$ cat config.mk
export PLATFORM = sky130hd
export DESIGN_NAME = ufp_line_responder
export DESIGN_NICKNAME = d
export VERILOG_FILES = /design/src/rtl/ufp_line_responder.sv
export SDC_FILE = /design/constraint.sdc
export NUM_CORES = 2
export LEC_CHECK = 0
export BUFFER_PORTS_ARGS = -buffer_cell sky130_fd_sc_hd__buf_2
export CORE_ASPECT_RATIO = 1.2
export CORE_MARGIN = 2
export CORE_UTILIZATION = 52
export CTS_CLUSTER_SIZE = 40
export DETAILED_ROUTE_END_ITERATION = 8
export PLACE_DENSITY_LB_ADDON = 0.25
export SYNTH_ARGS = -nofsm -noshare
export SYNTH_HDL_FRONTEND = slang
export SYNTH_SLANG_ARGS = --single-unit
$ cat constraint.sdc
create_clock -name clk -period 2.73 [get_ports clk]
set_input_delay 0.273 -clock clk [delete_from_list [all_inputs] [get_ports clk]]
set_output_delay 0.273 -clock clk [all_outputs]
set_load 0.05 [all_outputs]
$ cat src/rtl/ufp_line_responder.sv
// Single-line responder for the ufp word interface: serves 32-bit reads/writes from one
// cached line, fetching over dfp on a miss and writing every store through to dfp.
module ufp_line_responder #(
  parameter int unsigned LINE_WORDS = 8
) (
  input  logic                         clk,
  input  logic                         rst_n,
  input  logic [31:0]                  ufp_addr,
  input  logic [3:0]                   ufp_rmask,
  input  logic [3:0]                   ufp_wmask,
  input  logic [31:0]                  ufp_wdata,
  output logic                         ufp_resp,
  output logic [31:0]                  ufp_rdata,
  output logic [31:0]                  dfp_addr,
  output logic                         dfp_read,
  output logic                         dfp_write,
  output logic [32*LINE_WORDS-1:0]     dfp_wdata,
  input  logic [32*LINE_WORDS-1:0]     dfp_rdata,
  input  logic                         dfp_resp,
  output logic                         proto_err
);

  localparam int unsigned OFFW = $clog2(LINE_WORDS);
  localparam int unsigned TAGW = 30 - OFFW;

  typedef logic [LINE_WORDS-1:0][31:0] line_t;
  typedef enum logic [1:0] {IDLE, FETCH, WB, RESP} state_t;

  state_t            state_q;
  logic              valid_q;
  logic [TAGW-1:0]   tag_q;
  line_t             line_q;

  logic [TAGW-1:0]   req_tag_q;
  logic [OFFW-1:0]   req_off_q;
  logic [3:0]        req_wmask_q;
  logic [31:0]       req_wdata_q;
  logic              req_write_q;

  logic              ufp_resp_q;
  logic [31:0]       ufp_rdata_q;
  logic [31:0]       dfp_addr_q;
  logic              dfp_read_q;
  logic              dfp_write_q;
  line_t             dfp_wdata_q;
  logic              proto_err_q;

  logic              req;
  logic              is_write;
  logic              hit;
  logic [OFFW-1:0]   in_off;
  logic [TAGW-1:0]   in_tag;
  line_t             fetched;
  line_t             hit_line_d;
  line_t             fill_line_d;
  logic              unused_addr_bits;

  function automatic line_t merge_word(input line_t l, input logic [OFFW-1:0] off,
                                       input logic [3:0] m, input logic [31:0] d);
    merge_word = l;
    for (int unsigned b = 0; b < 4; b++) begin
      if (m[b]) merge_word[off][8*b +: 8] = d[8*b +: 8];
    end
  endfunction

  assign in_off           = ufp_addr[OFFW+1:2];
  assign in_tag           = ufp_addr[31:OFFW+2];
  assign unused_addr_bits = ^ufp_addr[1:0];
  assign fetched          = dfp_rdata;

  always_comb begin
    req         = (|ufp_rmask) | (|ufp_wmask);
    is_write    = |ufp_wmask;
    hit         = valid_q && (tag_q == in_tag);
    hit_line_d  = merge_word(line_q, in_off, ufp_wmask, ufp_wdata);
    fill_line_d = merge_word(fetched, req_off_q, req_wmask_q, req_wdata_q);
  end

  // Hit decisions are taken on the incoming address so a read hit answers next cycle;
  // the byte merge lands in line_q as WB is entered, so a request accepted in RESP
  // already sees the updated line.
  always_ff @(posedge clk or negedge rst_n) begin
    if (!rst_n) begin
      state_q     <= IDLE;
      valid_q     <= 1'b0;
      tag_q       <= '0;
      line_q      <= '0;
      req_tag_q   <= '0;
      req_off_q   <= '0;
      req_wmask_q <= '0;
      req_wdata_q <= '0;
      req_write_q <= 1'b0;
      ufp_resp_q  <= 1'b0;
      ufp_rdata_q <= '0;
      dfp_addr_q  <= '0;
      dfp_read_q  <= 1'b0;
      dfp_write_q <= 1'b0;
      dfp_wdata_q <= '0;
      proto_err_q <= 1'b0;
    end else begin
      case (state_q)
        IDLE, RESP: begin
          ufp_resp_q  <= 1'b0;
          ufp_rdata_q <= '0;
          state_q     <= IDLE;
          if (req) begin
            req_tag_q   <= in_tag;
            req_off_q   <= in_off;
            req_wmask_q <= ufp_wmask;
            req_wdata_q <= ufp_wdata;
            req_write_q <= is_write;
            dfp_addr_q  <= {in_tag, {(OFFW+2){1'b0}}};
            if (!hit) begin
              dfp_read_q <= 1'b1;
              state_q    <= FETCH;
            end else if (is_write) begin
              line_q      <= hit_line_d;
              dfp_wdata_q <= hit_line_d;
              dfp_write_q <= 1'b1;
              state_q     <= WB;
            end else begin
              ufp_resp_q  <= 1'b1;
              ufp_rdata_q <= line_q[in_off];
              state_q     <= RESP;
            end
          end
        end
        FETCH: begin
          if (req) proto_err_q <= 1'b1;
          if (dfp_resp) begin
            dfp_read_q <= 1'b0;
            valid_q    <= 1'b1;
            tag_q      <= req_tag_q;
            if (req_write_q) begin
              line_q      <= fill_line_d;
              dfp_wdata_q <= fill_line_d;
              dfp_write_q <= 1'b1;
              state_q     <= WB;
            end else begin
              line_q      <= fetched;
              ufp_resp_q  <= 1'b1;
              ufp_rdata_q <= fetched[req_off_q];
              state_q     <= RESP;
            end
          end
        end
        WB: begin
          if (req) proto_err_q <= 1'b1;
          if (dfp_resp) begin
            dfp_write_q <= 1'b0;
            ufp_resp_q  <= 1'b1;
            ufp_rdata_q <= '0;
            state_q     <= RESP;
          end
        end
        default: state_q <= IDLE;
      endcase
    end
  end

  assign ufp_resp  = ufp_resp_q;
  assign ufp_rdata = ufp_rdata_q;
  assign dfp_addr  = dfp_addr_q;
  assign dfp_read  = dfp_read_q;
  assign dfp_write = dfp_write_q;
  assign dfp_wdata = dfp_wdata_q;
  assign proto_err = proto_err_q;

endmodule

# ---- Yosys cells after proc, flatten, opt, wreduce, memory -nomap -nowiden
# Index checks and enable logic that the tools add are counted.
dict set report totals {
  register_bits 645
  out_inout_bits 324
  wordCells 140
}
dict set report op_classes {
  order_cmp 4
  eq_ne 12
  mux 76
  n_bitwise 1
  reduce_logical 18
}
# op count
set ops {}
lappend ops {{$mux W256} 15}
lappend ops {{$bwmux W256} 8}
lappend ops {{$pmux W256 S2} 2}
lappend ops {{$demux W32 S3} 8}
lappend ops {{$mux W32} 10}
lappend ops {{$bmux W32 S3} 2}
lappend ops {{$pmux W32 S3} 1}
lappend ops {{$mux W24} 2}
lappend ops {{$mux W16} 2}
lappend ops {{$eq A27 B27 Y1} 1}
lappend ops {{$mux W1} 16}
lappend ops {{$mux W8} 2}
lappend ops {{$ne A2 B2 Y1 const B} 8}
lappend ops {{$reduce_and A6 Y1} 2}
lappend ops {{$lt A3 B4 Y1 const B} 2}
lappend ops {{$mux W2} 4}
lappend ops {{$reduce_and A2 Y1} 4}
lappend ops {{$reduce_or A4 Y1} 2}
lappend ops {{$ge A3 B1 Y1 const B} 2}
lappend ops {{$pmux W1 S3} 2}
lappend ops {{$pmux W2 S3} 1}
lappend ops {{$reduce_and A5 Y1} 1}
lappend ops {{$eq A2 B2 Y1 const B} 2}
lappend ops {{$reduce_and A4 Y1} 1}
lappend ops {{8 further kinds} 11}

# ---- Logic depth before layout (Yosys ltp)
dict set report depth {
  word_depth 16
  depth_mapped 10
  ltp_nobuf 7
}

# ---- Least setup slack after synthesis
# No wires, ideal clock.
dict set report synth_timing {
  path_kind {register to register}
  start {reg tag_q[19]}
  end {reg dfp_wdata_q, in the netlist dfp_wdata[0]}
  arrival_time_ns 2.627
  required_ns 2.605
  setup_slack_ns -0.021
  stages_incl_launch_ff 9
  path_buffers 2
  synth_period_minus_slack_ns 2.751
  cell_sequence {dfrtp_1 xor2_1 nor4_1 nand4_1 or4_1 a221oi_2 buf_4 buf_4 mux2_2}
}
dict set report synth_via {
  elab_chain_cells 4
}
# item line_no
set synth_rtl {}
lappend synth_rtl {{start: declaration} 31} ;# logic [TAGW-1:0] tag_q;
lappend synth_rtl {{start signal: assignment} 133} ;# tag_q <= req_tag_q;
lappend synth_rtl {{$eq A27 B27 Y1} 74} ;# hit = valid_q && (tag_q == in_tag);
lappend synth_rtl {{$logic_and A1 B1 Y1} 74}
lappend synth_rtl {{$ne A2 B2 Y1 (no line)} -}
lappend synth_rtl {{$reduce_and A6 Y1 (no line)} -}
lappend synth_rtl {{end signal: assignment} 118} ;# dfp_wdata_q <= hit_line_d;
lappend synth_rtl {{end signal: assignment} 136} ;# dfp_wdata_q <= fill_line_d;
lappend synth_rtl {{end: declaration} 45} ;# line_t dfp_wdata_q;
# No other way between the ends.
# A chain may end at the register's enable or synchronous reset.

# ---- Worst setup path after layout
dict set report layout_timing {
  start {reg tag_q[22]}
  end {reg dfp_wdata_q, in the netlist dfp_wdata[188]}
}
# Same word-level chain as after synthesis.

==> results.toml <==
[run_status]
outcome = "finished with violations"
violations = "design-rule violations, negative hold slack, negative setup slack"

[floorplan]
die_area_mm2 = 0.0789
placement_rows = 111
start_util_pct = 52.4
ioPinCount = 655
core_mm2 = 0.0761
die_w_um = 257
chipHeight_um = 307

[setup_path]
cp-startpoint = "tag_q[22]$_DFFE_PN0P_"
worstPathRequired_ns = 3.26
crit_type = "reg -> reg"
rr_startpoint = "tag_q[22]$_DFFE_PN0P_"
crit_end = "dfp_wdata[188]$_DFFE_PN0P_"
critPathArrivalTime_ns = 3.73
end_kind = "flop"
r2r_cells = 11
critPathMaxFanout = 8
cp-start-kind = "flop"
worstReg2RegEnd = "dfp_wdata[188]$_DFFE_PN0P_"
r2r_setup_slack_ns = -0.47

[timing]
worstMarginPinSlew_ns = 1.35
whs_ns = -0.00435
finalCritPeriodShare_pct = 117
clock.fmax_ghz = 0.312
finalHoldViolations = 2
setup_ws_ns = -0.473
relSlewSlack_pct = 9.69
fin_skew_ns = 0.0288
rsz0062_at_grt = "true"
drv_slew = 0
fin_crit_ns = 3.20
setup_viol = 545

[clock_tree]
cts_max_level = 3
clock_latency_ns = 0.67
clkTransAtPathRegs_ns = 0.07
cts_tree = "done"
cts_root_buffer = "clkbuf_16"
clockBufferDepth = 3
clock-sinks = 645
cts_buffers = 72

[worst_hold_path]
hp-class = "in -> reg"

[job]
cap_violations = 0

[drt]
first_iter_violations = 7085
wirelength_um = 194000
drtAntennaViolNets = 0
dr.pass1.iters = 9
drcViolationCount = 18
routed_via_density = 6.83
wl_per_cell_um = 31.0
vias = 42800

[global_route]
met3_usage_pct = 16.7
gr-usage-met2_pct = 67.7
grtUsageMet1_pct = 55.5
grt_first_pass_wirelength_um = 270000
grt_start_max_net_pins = 137
grt_overflow = 0
grt_usage_pct = 45.9
grt.busiest_layer = "met2"
antenna_found_initial = 19
grt_pass1_vias = 40900

[synth]
synth_top_area_share_pct = 40.5
ys_seq_area_share_pct = 40.5
synth_most_common_cell = "dfrtp_1"
yosys_warnings = 0
synthArstFlopShare_pct = 100
synthFlopType = "dfrtp_1"
netlist_instances = 4148
ys_ff_latch = 645
yosys-top-cells-count = "dfrtp_1, mux2_2, nand2_1"
synth_area_mm2 = 0.0399
yosys-top-cells-area = "dfrtp_1, mux2_2, mux2i_1, nand2_1, o22ai_1"
synth_top_area_cell = "dfrtp_1"
yosysUniqueCellTypes = 49
postSynthAreaPerCell_um2 = 9.61
synth_edf_count = 0

[cells_and_area]
post-route-util_pct = 70.4
nets = 5519
register_area_mm2 = 0.0162
n_fill_cell = 5643
area_growth_pct = 34.4
multi_input_area_mm2 = 0.0234
drive_gt1_share_pct = 37.2

[placed_design]
gp_congestion = 1.00
dpl.hpwl_um = 125000
port_buffers = 647

[power_and_ir_drop]
p_total_mw = 75.1
power.density_mw_per_mm2 = 1400
leakage_nw = 22.7
peakVddDrop_mv = 1.21
==> area by class of cell <==
cell class / instances / area share (%)
timing repair buffer: 1311 / 19.3
tap: 1017 / 2.38
clock buffer: 112 / 4.08
multi-input combinational: 3148 / 43.7
sequential: 645 / 30.2
antenna: 12 / 0.0561
clock inverter: 17 / 0.287
inverter: 8 / 0.0561
==> flip-flops by register name, indices dropped and copies added, names as in the netlist, 3 cells and up <==
signal	flops
dfp_wdata	256
line_q	256
req_wdata_q	32
ufp_rdata	32
req_tag_q	27
tag_q	27
req_wmask_q	4
req_off_q	3
==> cells by family after synthesis <==
group	after synthesis	synth area share [%]
AOI/OAI and AO/OA	1019	15.7
xor gates and xnor gates	27	0.593
adders and majority gates	2	0.0628
buffers and inverters	359	3.73
DFF	645	40.5
muxes	995	28.4
other	1	0.00941
and+or+nand+nor	1100	11.0
==> stage by stage <==
step	setup WS (ns)	std cells	area (um2)	TNS (ns)
floorplan	0.00166	4152	39900	0
global placement	-0.709	5833	46500	-264.49
detailed placement	-0.753	5833	46500	-283.68
CTS	-0.534	6221	51900	-157.84
global route	-0.513	6264	53500	-197.89
finish	-0.473	6270	53500	-177.46
==> worst max-delay path, cell delays in order, from the launching register on <==
cell      delay [ns]
dfrtp_1         0.43
xor2_2          0.19
nor4_4          0.35
buf_4           0.17
nand4_1         0.15
or4_4           0.49
a221oi_4        0.32
buf_6           0.17
buf_12          0.14
buf_12          0.17
buf_8           0.14
mux2_2          0.33
==> what timing repair did <==
item                                    in CTS  in global routing
gates resized for setup                    124                181
endpoints found under the hold margin      277                  0
endpoints found under the setup margin     520                545
pin swaps                                    4                 41
cloned                                       4                 28
setup buffers                               12                 13
hold buffers                               244                  0
==> cell usage in the layout (no fill, tap or decap), types with 20 or more instances in the layout <==
master	n
dfrtp_1	642
dlygate4sd3_1	244
buf_12	61
a21oi_1	268
buf_2	643
nor2_1	385
clkbuf_16	98
mux2_4	128
nand2_1	598
o22ai_1	233
mux2i_1	309
mux2_2	506
o22ai_4	27
nand3_1	37
a31oi_1	260
clkbuf_1	20
buf_4	300
mux4_2	46
a21oi_2	31
xor2_1	23
a221oi_1	40
o21ai_0	37
a22oi_1	54
==> worst min path at each step <==
stage / startpoint / endpoint / slack (ns) / cells past startpoint
2_1_floorplan: rst_n / dfp_read$_DFFE_PN0P_ / -0.02 / 0
3_3_place_gp: rst_n / dfp_wdata[93]$_DFFE_PN0P_ / 0.26 / 1
3_5_place_dp: rst_n / dfp_wdata[188]$_DFFE_PN0P_ / 0.26 / 1
4_1_cts: ufp_wdata[8] / req_wdata_q[8]$_DFFE_PN0P_ / 0.00008 / 2
5_1_grt: ufp_wdata[13] / req_wdata_q[13]$_DFFE_PN0P_ / 0.007 / 2
6_report: dfp_rdata[199] / line_q[199]$_DFFE_PN0P_ / -0.004 / 3
==> metal layers <==
metal  up-vias  share of wire [%]  wire [um]
met5         -              0.054        104
met4        14                9.1      17700
met3      1205                 15      28300
met2      3876                 42      81600
met1     20400                 34      66400
li1      17400                  -          -
==> report_power, final <==
group          internal [mW]  switching, mW  total [mW]
logic                   17.5           27.9        45.4
clock network           5.70           4.36        10.1
registers               14.6           5.11        19.7
No activity file was read; power rests on OpenSTA's default activity.
